### config.mk
export PLATFORM = sky130hd
export DESIGN_NAME = sdp_ram_ctrl
export DESIGN_NICKNAME = d
export VERILOG_FILES = /design/src/rtl/ram_pkg.sv /design/src/rtl/sdp_ram_core.sv /design/src/rtl/sdp_ram_ctrl.sv
export SDC_FILE = /design/constraint.sdc
export NUM_CORES = 1
export LEC_CHECK = 0
export BUFFER_PORTS_ARGS = -buffer_cell sky130_fd_sc_hd__buf_2
export CORE_AREA = 2 2 111 113
export DETAILED_ROUTE_END_ITERATION = 6
export DIE_AREA = 0 0 113 115
export GPL_ROUTABILITY_DRIVEN = 0
export PLACE_DENSITY = 0.76
export SYNTH_ARGS = -nofsm -noshare
export SYNTH_HDL_FRONTEND = slang
export SYNTH_HIERARCHICAL = 1
export SYNTH_SLANG_ARGS = --single-unit
export TNS_END_PERCENT = 50
### constraint.sdc
create_clock -name clk_2 -period 6.4 [get_ports clk_2]
set_input_delay 0.96 -clock clk_2 [delete_from_list [all_inputs] [get_ports clk_2]]
set_output_delay 0.96 -clock clk_2 [all_outputs]
set_load 0.01 [all_outputs]
### src/rtl/ram_pkg.sv
// Shared types and constants for the simple-dual-port RAM controller.
package ram_pkg;
  typedef enum logic {RAM_INIT, RAM_RUN} ram_state_t;

  localparam int READ_FIRST_MODE  = 1;
  localparam int WRITE_FIRST_MODE = 0;
endpackage

### src/rtl/sdp_ram_core.sv
// Bare storage array: one write port, one registered read port, no reset.
module sdp_ram_core #(
  parameter int DATA_WIDTH = 8,
  parameter int ADDR_WIDTH = 4
) (
  input  logic                  clk_2,
  input  logic                  we,
  input  logic [ADDR_WIDTH-1:0] waddr,
  input  logic [DATA_WIDTH-1:0] wdata,
  input  logic                  re,
  input  logic [ADDR_WIDTH-1:0] raddr,
  output logic [DATA_WIDTH-1:0] rdata
);
  localparam int DEPTH = 2 ** ADDR_WIDTH;

  logic [DATA_WIDTH-1:0] mem [DEPTH];

  // Read samples the array before this edge's write, so collisions are read-first.
  always_ff @(posedge clk_2) begin
    if (we) mem[waddr] <= wdata;
    if (re) rdata <= mem[raddr];
  end
endmodule

### src/rtl/sdp_ram_ctrl.sv
// SDP RAM controller: zero-fill sweep after reset/clr_req, gated accesses,
// registered read with selectable collision behaviour.
module sdp_ram_ctrl
  import ram_pkg::*;
#(
  parameter int DATA_WIDTH = 8,
  parameter int ADDR_WIDTH = 4,
  parameter int READ_FIRST = 1
) (
  input  logic                  clk_2,
  input  logic                  reset_n,
  input  logic                  clr_req,
  input  logic                  we,
  input  logic [ADDR_WIDTH-1:0] waddr,
  input  logic [DATA_WIDTH-1:0] wdata,
  input  logic                  re,
  input  logic [ADDR_WIDTH-1:0] raddr,
  output logic [DATA_WIDTH-1:0] rdata,
  output logic                  rvalid,
  output logic                  ready
);
  localparam logic [ADDR_WIDTH-1:0] LAST = '1;

  ram_state_t            state, state_nxt;
  logic [ADDR_WIDTH-1:0] init_cnt, init_cnt_nxt;
  logic                  run, acc, rd_fire;
  logic                  core_we;
  logic [ADDR_WIDTH-1:0] core_waddr;
  logic [DATA_WIDTH-1:0] core_wdata, core_q;
  logic                  rd_zero, byp_sel;
  logic [DATA_WIDTH-1:0] byp_data;

  assign run     = (state == RAM_RUN);
  assign acc     = run & ~clr_req;
  assign rd_fire = acc & re;
  assign ready   = run;

  // The sweep owns the write port outside RUN.
  assign core_we    = ~run | (acc & we);
  assign core_waddr = run ? waddr : init_cnt;
  assign core_wdata = run ? wdata : '0;

  sdp_ram_core #(.DATA_WIDTH(DATA_WIDTH), .ADDR_WIDTH(ADDR_WIDTH)) u_core (
    .clk_2 (clk_2),
    .we    (core_we),
    .waddr (core_waddr),
    .wdata (core_wdata),
    .re    (rd_fire),
    .raddr (raddr),
    .rdata (core_q)
  );

  always_comb begin
    state_nxt    = state;
    init_cnt_nxt = init_cnt;
    if (!run) begin
      if (clr_req) begin
        init_cnt_nxt = '0;
      end else if (init_cnt == LAST) begin
        state_nxt    = RAM_RUN;
        init_cnt_nxt = '0;
      end else begin
        init_cnt_nxt = init_cnt + 1'b1;
      end
    end else if (clr_req) begin
      state_nxt    = RAM_INIT;
      init_cnt_nxt = '0;
    end
  end

  always_ff @(posedge clk_2 or negedge reset_n) begin
    if (!reset_n) begin
      state    <= RAM_INIT;
      init_cnt <= '0;
    end else begin
      state    <= state_nxt;
      init_cnt <= init_cnt_nxt;
    end
  end

  // The core register has no reset; rd_zero masks it until the first real read.
  always_ff @(posedge clk_2 or negedge reset_n) begin
    if (!reset_n) begin
      rvalid   <= 1'b0;
      rd_zero  <= 1'b1;
      byp_sel  <= 1'b0;
      byp_data <= '0;
    end else begin
      rvalid <= rd_fire;
      if (rd_fire) begin
        rd_zero  <= 1'b0;
        byp_sel  <= (READ_FIRST == WRITE_FIRST_MODE) && we && (waddr == raddr);
        byp_data <= wdata;
      end
    end
  end

  assign rdata = rd_zero ? '0 : (byp_sel ? byp_data : core_q);
endmodule

==> results.json, run 1 <==
{
  "outcome": "finished, violations left",
  "failed_checks": "design-rule violations",
  "period_share_pct": 45.8,
  "critPathRequiredTime_ns": 6.42,
  "cts_max_level": 4,
  "finalSetupViolCount": 0,
  "critical_path.max_fanout": 21,
  "yosys_warnings": 6,
  "antenna_cells": 0,
  "total_leakage_power_nw": 2.37,
  "grt_pass1_vias": 2915,
  "powerDensity_mw_per_mm2": 327,
  "ant_nets": 0,
  "drt_iter0_drc": 315,
  "synth.area.mux_share_pct": 14.4,
  "clk_latency_ns": 0.41,
  "seq_area_frac_synth_pct": 74.9,
  "place_inst": 445,
  "cts_buffers": 17,
  "wl_per_cell_microns": 24.9,
  "yosysUniqueCellTypes": 34,
  "cts_hold_buffers": 0,
  "die_area_sq_mm": 0.0130,
  "worst_slack_ns": 3.47,
  "vias": 2898,
  "synth_edf_count": 136,
  "rows": 40,
  "synthAdderAreaFrac_pct": 0.220,
  "synth_top_family_by_area": "multiplexers",
  "antenna_found_initial": 0,
  "crit_type": "reg2reg",
  "ctsResizeCount": 0,
  "synth_cells": 277,
  "root_buffer": "clkbuf_16",
  "crit_chain": "and2b_2 -> a21o_2 -> or3b_2 -> nor3_1",
  "final-hold-violation-count": 0,
  "worst_r2r_startpoint": "ready$_DFF_PN0_",
  "period_needed_ns": 2.93,
  "synth_nets": 299,
  "rrSetupSlack_ns": 3.47,
  "die_w_microns": 113,
  "grt_pass1_wl_mm": 17.7,
  "async_flop_share_pct": 4.90,
  "core_sq_mm": 0.0118,
  "synth-compound-area-share_pct": 3.10,
  "ios": 31,
  "cts_buffer_depth": 2,
  "cp-end-kind": "flip-flop",
  "timing.final.max_slew_violations": 0,
  "final_cell_mix": "edfxtp_1, buf_2, mux4_2",
  "area_growth_pct": 15.4,
  "start_util_pct": 48.1,
  "place_ws_ns": 3.23,
  "syn-cell-area_sq_mm": 0.00569,
  "dr.pass1.iters": 7,
  "fin_nets": 339,
  "final-seq-area_sq_mm": 0.00426,
  "cts.clk_slew.worst_paths_ns": 0.06,
  "cp_slowest_cell": "nor3_1",
  "rsz0062_at_grt": "no",
  "cts_tree": "built",
  "fmax_mhz": 341,
  "ys_ff_latch": 143,
  "maxSlewHeadroom_pct": 27.8,
  "synth_xor_xnor_area_share_pct": 0.154,
  "multiInputGateArea_sq_mm": 0.00132,
  "synth-simple-area-share_pct": 5.44,
  "cap_violations": 0,
  "cts_setup_buffers": 0,
  "fill_cells": 863,
  "grt_use_total_pct": 19.4,
  "io_buffers": 30,
  "gr-total-overflow": 0,
  "slowest_delay_ns": 0.81,
  "cp.arrival_ns": 2.95,
  "hold_path.class": "in2async",
  "ir_worst_vdd_mv": 0.180,
  "r2r-end": "u_core/mem[0][4]$_DFFE_PP_",
  "grt_max_degree": 33,
  "fp.dieH_microns": 115,
  "drive_above_1_share_pct": 26.4,
  "clkSinkCount": 143,
  "dp_hpwl_mm": 6.93,
  "viasPerCell": 6.09,
  "crit_path_start_kind": "flip-flop",
  "final_common_cell": "edfxtp_1",
  "finClkSkew_ns": 0.00626,
  "fin_setup_tns_ns": 0,
  "r2r_cells": 4,
  "worst_slew_pin_slew_ns": 1.08,
  "drt_wl_total_mm": 11.8,
  "synth_flop_cell": "edfxtp_1",
  "postSynthAreaPerCell_sq_um": 20.5,
  "fin_cells": 476,
  "drcViolationCount": 3
}
[cells by family (layout without fill, tap and decap cells)]
logic type                 count (synthesis)  in the layout
DFF                                      143            143
and+or+nand+nor                           59             59
xor gates and xnor gates                   1              1
muxes                                     36             36
adders and majority gates                  1              1
buffers and inverters                     13             65
AOI/OAI and AO/OA                         24             24
[metal layers]
| layer | track usage [%] | wire length [microns] |
|---|---|---|
| met3 | 4.43 | 723 |
| met5 | 0 | 0 |
| met2 | 32.4 | 5960 |
| met1 | 24.5 | 4780 |
| met4 | 9.43 | 381 |
[metrics by stage]
| step | power [W] | hold WS (ns) | area (sq um) | utilization, % |
|---|---|---|---|---|
| after global placement | 0.00114 | 0.526 | 5940 | 50.3 |
| after floorplan | 0.00112 | 0.494 | 5690 | - |
| after detailed placement | 0.00114 | 0.570 | 5940 | 50.3 |
| after CTS | 0.00216 | 0.375 | 6560 | 55.6 |
| after global routing | 0.00220 | 0.383 | 6560 | 55.6 |
| final | 0.00215 | 0.378 | 6560 | 55.6 |
[worst max path at each step]
stage                                 endpoint            start  slack (ns)  cells after the start
finish              u_core/mem[0][4]$_DFFE_PP_  ready$_DFF_PN0_        3.47                      4
global route        u_core/mem[0][2]$_DFFE_PP_  ready$_DFF_PN0_        3.30                      4
CTS                 u_core/mem[0][2]$_DFFE_PP_  ready$_DFF_PN0_        3.46                      4
detailed placement  u_core/mem[0][5]$_DFFE_PP_          clr_req        3.23                      4
global placement    u_core/mem[0][1]$_DFFE_PP_          clr_req        3.30                      4
floorplan           u_core/mem[0][0]$_DFFE_PP_               we        3.65                      4
[registers in the layout (all words and copies together) (netlist names)]
signal	count
ready	1
u_core/mem	128
init_cnt	4
rd_zero	1
u_core/rdata	8
rvalid	1
[layout make-up]
class | count | share of cell area (%)
sequential | 143 | 64.9
multi-input combinational | 121 | 20.2
clock buffer | 18 | 6.54
clock inverter | 13 | 2.86
tap | 147 | 2.80
timing repair buffer | 33 | 2.63
inverter | 1 | 0.0572
[Yosys cell counts (2+ instances only)]
library cell / number / share of area (%)
a22oi_1: 16 / 2.1
a311oi_1: 2 / 0.31
a31oi_1: 2 / 0.22
and2_1: 9 / 0.99
buf_2: 3 / 0.26
buf_4: 2 / 0.26
buf_6: 3 / 0.59
clkdlybuf4s25_2: 3 / 0.53
dfrtp_1: 6 / 2.6
edfxtp_1: 136 / 72
mux2_2: 3 / 0.59
mux4_1: 14 / 6.5
mux4_2: 18 / 7.1
nand2_1: 9 / 0.59
nand2b_1: 2 / 0.22
nand3b_1: 2 / 0.26
nor2_1: 17 / 1.1
nor2b_1: 11 / 1.2
nor3_1: 4 / 0.35
[critical path, delay by kind of cell (launching register included)]
family | cells | cell delay [ns]
flops | 1 | 0.68
simple gates | 3 | 1.64
compound gates | 1 | 0.21
[report_power, final]
| part | internal (W) | switching [W] | total [W] |
|---|---|---|---|
| clock | 0.000652 | 0.000365 | 0.00102 |
| combinational | 0.0000373 | 0.0000500 | 0.0000873 |
| sequential | 0.00103 | 0.00000753 | 0.00104 |
(Power assumes the default switching activity.)
==> inputs of run 2 (changes only) <==
PLACE_DENSITY = 0.79   (was 0.76)
clock period = 2.4 ns   (was 6.4 ns; I/O delays follow)
==> results.json, run 2 (same netlist as run 1, synthesis figures left out) <==
{
  "dp_hpwl_mm": 7.02,
  "critical_path.max_fanout": 14,
  "antenna_found_initial": 0,
  "cts_tree": "built",
  "critPathRequiredTime_ns": 2.44,
  "drt_iter0_drc": 335,
  "slowest_delay_ns": 0.75,
  "power_frac_clock_pct": 45.6,
  "final-seq-area_sq_mm": 0.00426,
  "p_comb_share_pct": 4.5,
  "final_cell_mix": "edfxtp_1, buf_2, buf_4",
  "switching_share_pct": 22.0,
  "grt_pass1_vias": 2931,
  "ir_worst_vdd_mv": 0.530,
  "area_growth_pct": 17.5,
  "final-hold-violation-count": 0,
  "grt_max_degree": 26,
  "cts_buffer_depth": 2,
  "drcViolationCount": 2,
  "multiInputGateArea_sq_mm": 0.00133,
  "place_ws_ns": 0.176,
  "start_util_pct": 48.1,
  "drt_wl_total_mm": 11.0,
  "powerDensity_mw_per_mm2": 832,
  "rows": 40,
  "fp.dieH_microns": 115,
  "rsz0062_at_grt": "no",
  "cts.clk_slew.worst_paths_ns": 0.06,
  "finalSetupViolCount": 0,
  "grt_pass1_wl_mm": 16.9,
  "ios": 31,
  "fin_nets": 358,
  "timing.final.max_slew_violations": 0,
  "period_share_pct": 93.7,
  "period_needed_ns": 2.25,
  "viasPerCell": 5.81,
  "io_buffers": 30,
  "antenna_cells": 0,
  "clk_latency_ns": 0.42,
  "ant_nets": 0,
  "cts_max_level": 4,
  "gr-total-overflow": 0,
  "finClkSkew_ns": 0.00657,
  "fill_cells": 865,
  "crit_chain": "buf_4 -> mux2_2 -> nand2_1 -> nor2_1",
  "die_area_sq_mm": 0.0130,
  "p_int_w": 0.00433,
  "core_sq_mm": 0.0118,
  "outcome": "finished, violations left",
  "cts_buffers": 17,
  "reg.largest.list": "u_core/mem: 128 flops, u_core/rdata: 8 flops, init_cnt: 4 flops",
  "wl_per_cell_microns": 22.1,
  "cp-end-kind": "flip-flop",
  "root_buffer": "clkbuf_16",
  "final_common_cell": "edfxtp_1",
  "fmax_mhz": 445,
  "seqPwrFrac_pct": 49.9,
  "vias": 2884,
  "drive_above_1_share_pct": 31.2,
  "worst_slew_pin_slew_ns": 0.944,
  "cap_violations": 0,
  "failed_checks": "design-rule violations",
  "crit_type": "reg2reg",
  "totalPowerFinal_w": 0.00556,
  "maxSlewHeadroom_pct": 36.9,
  "crit_path_start_kind": "flip-flop",
  "total_leakage_power_nw": 2.46,
  "hold_path.class": "in2reg",
  "p_sw_w": 0.00122,
  "fin_setup_tns_ns": 0,
  "grt_use_total_pct": 18.2,
  "largest_reg_flops": 128,
  "cp.arrival_ns": 2.29,
  "clkSinkCount": 143,
  "dr.pass1.iters": 7,
  "holdWs_ns": 0.191,
  "worst_slack_ns": 0.151,
  "regMostFlops": "u_core/mem",
  "cp_slowest_cell": "nor2_1",
  "die_w_microns": 113
}
==> run 2: cell count changes in the layout (fill, tap and decap cells not counted), moves of 2 or more <==
| cell | before | now |
|---|---|---|
| buf_4 | 3 | 20 |
| inv_6 | 2 | 7 |
| bufinv_16 | 4 | 1 |
| inv_8 | 0 | 2 |
==> run 2: power groups by stage <==
stage	combinational [W]	sequential [W]	clock, W
final	0.000250	0.00277	0.00253
after CTS	0.000252	0.00277	0.00257
after floorplan	0.000168	0.00282	0
after global routing	0.000271	0.00278	0.00267
after detailed placement	0.000249	0.00283	0
after global placement	0.000243	0.00282	0
==> run 2: path summary, 6_finish.rpt <==
check,startpoint,slack [ns],to,cells after the start
min in group asynchronous,reset_n,0.34,init_cnt[3]$_DFFE_PN0P_,2
worst max register to register,ready$_DFF_PN0_,0.15,u_core/mem[7][1]$_DFFE_PP_,4
worst min-delay path,clr_req,0.19,init_cnt[2]$_DFFE_PN0P_,2
worst min register to register,rd_zero$_DFFE_PN1P_,0.55,rd_zero$_DFFE_PN1P_,1
worst max-delay path,ready$_DFF_PN0_,0.15,u_core/mem[7][1]$_DFFE_PP_,4
max in group asynchronous,reset_n,1.81,rd_zero$_DFFE_PN1P_,2
==> run 2: what timing repair did <==
action | in CTS | in global routing
hold buffers | 1 | 0
hold endpoints to repair | 6 | 0
gates resized for setup | 0 | 0
buffers inserted | 0 | 0
==> run 2: metal layers <==
layer / up-vias / routed length, microns / global-route usage, %
met5: - / 0 / 0
met2: 121 / 5500 / 29.4
met1: 1481 / 4550 / 24.1
met4: 0 / 200 / 8.46
li1: 1267 / - / -
met3: 15 / 702 / 3.95
==> run 2: stage by stage <==
stage	util (%)	instances	cell area, sq um
finish	56.6	496	6680
global route	56.6	496	6680
CTS	56.6	496	6680
detailed placement	51.6	463	6100
global placement	51.6	463	6100
floorplan	-	277	5690
==> run 2: worst max-delay path: cells and delay by family (launching register included) <==
family | cells | cell delay, ns
DFF | 1 | 0.46
and+or+nand+nor | 2 | 0.89
buffers and inverters | 1 | 0.21
muxes | 1 | 0.30
==> run 2: layout make-up <==
class	count	area share [%]
sequential	143	63.8
multi-input combinational	121	19.9
clock buffer	17	6.37
timing repair buffer	52	4.94
tap	147	2.75
clock inverter	15	2.23
inverter	1	0.0562
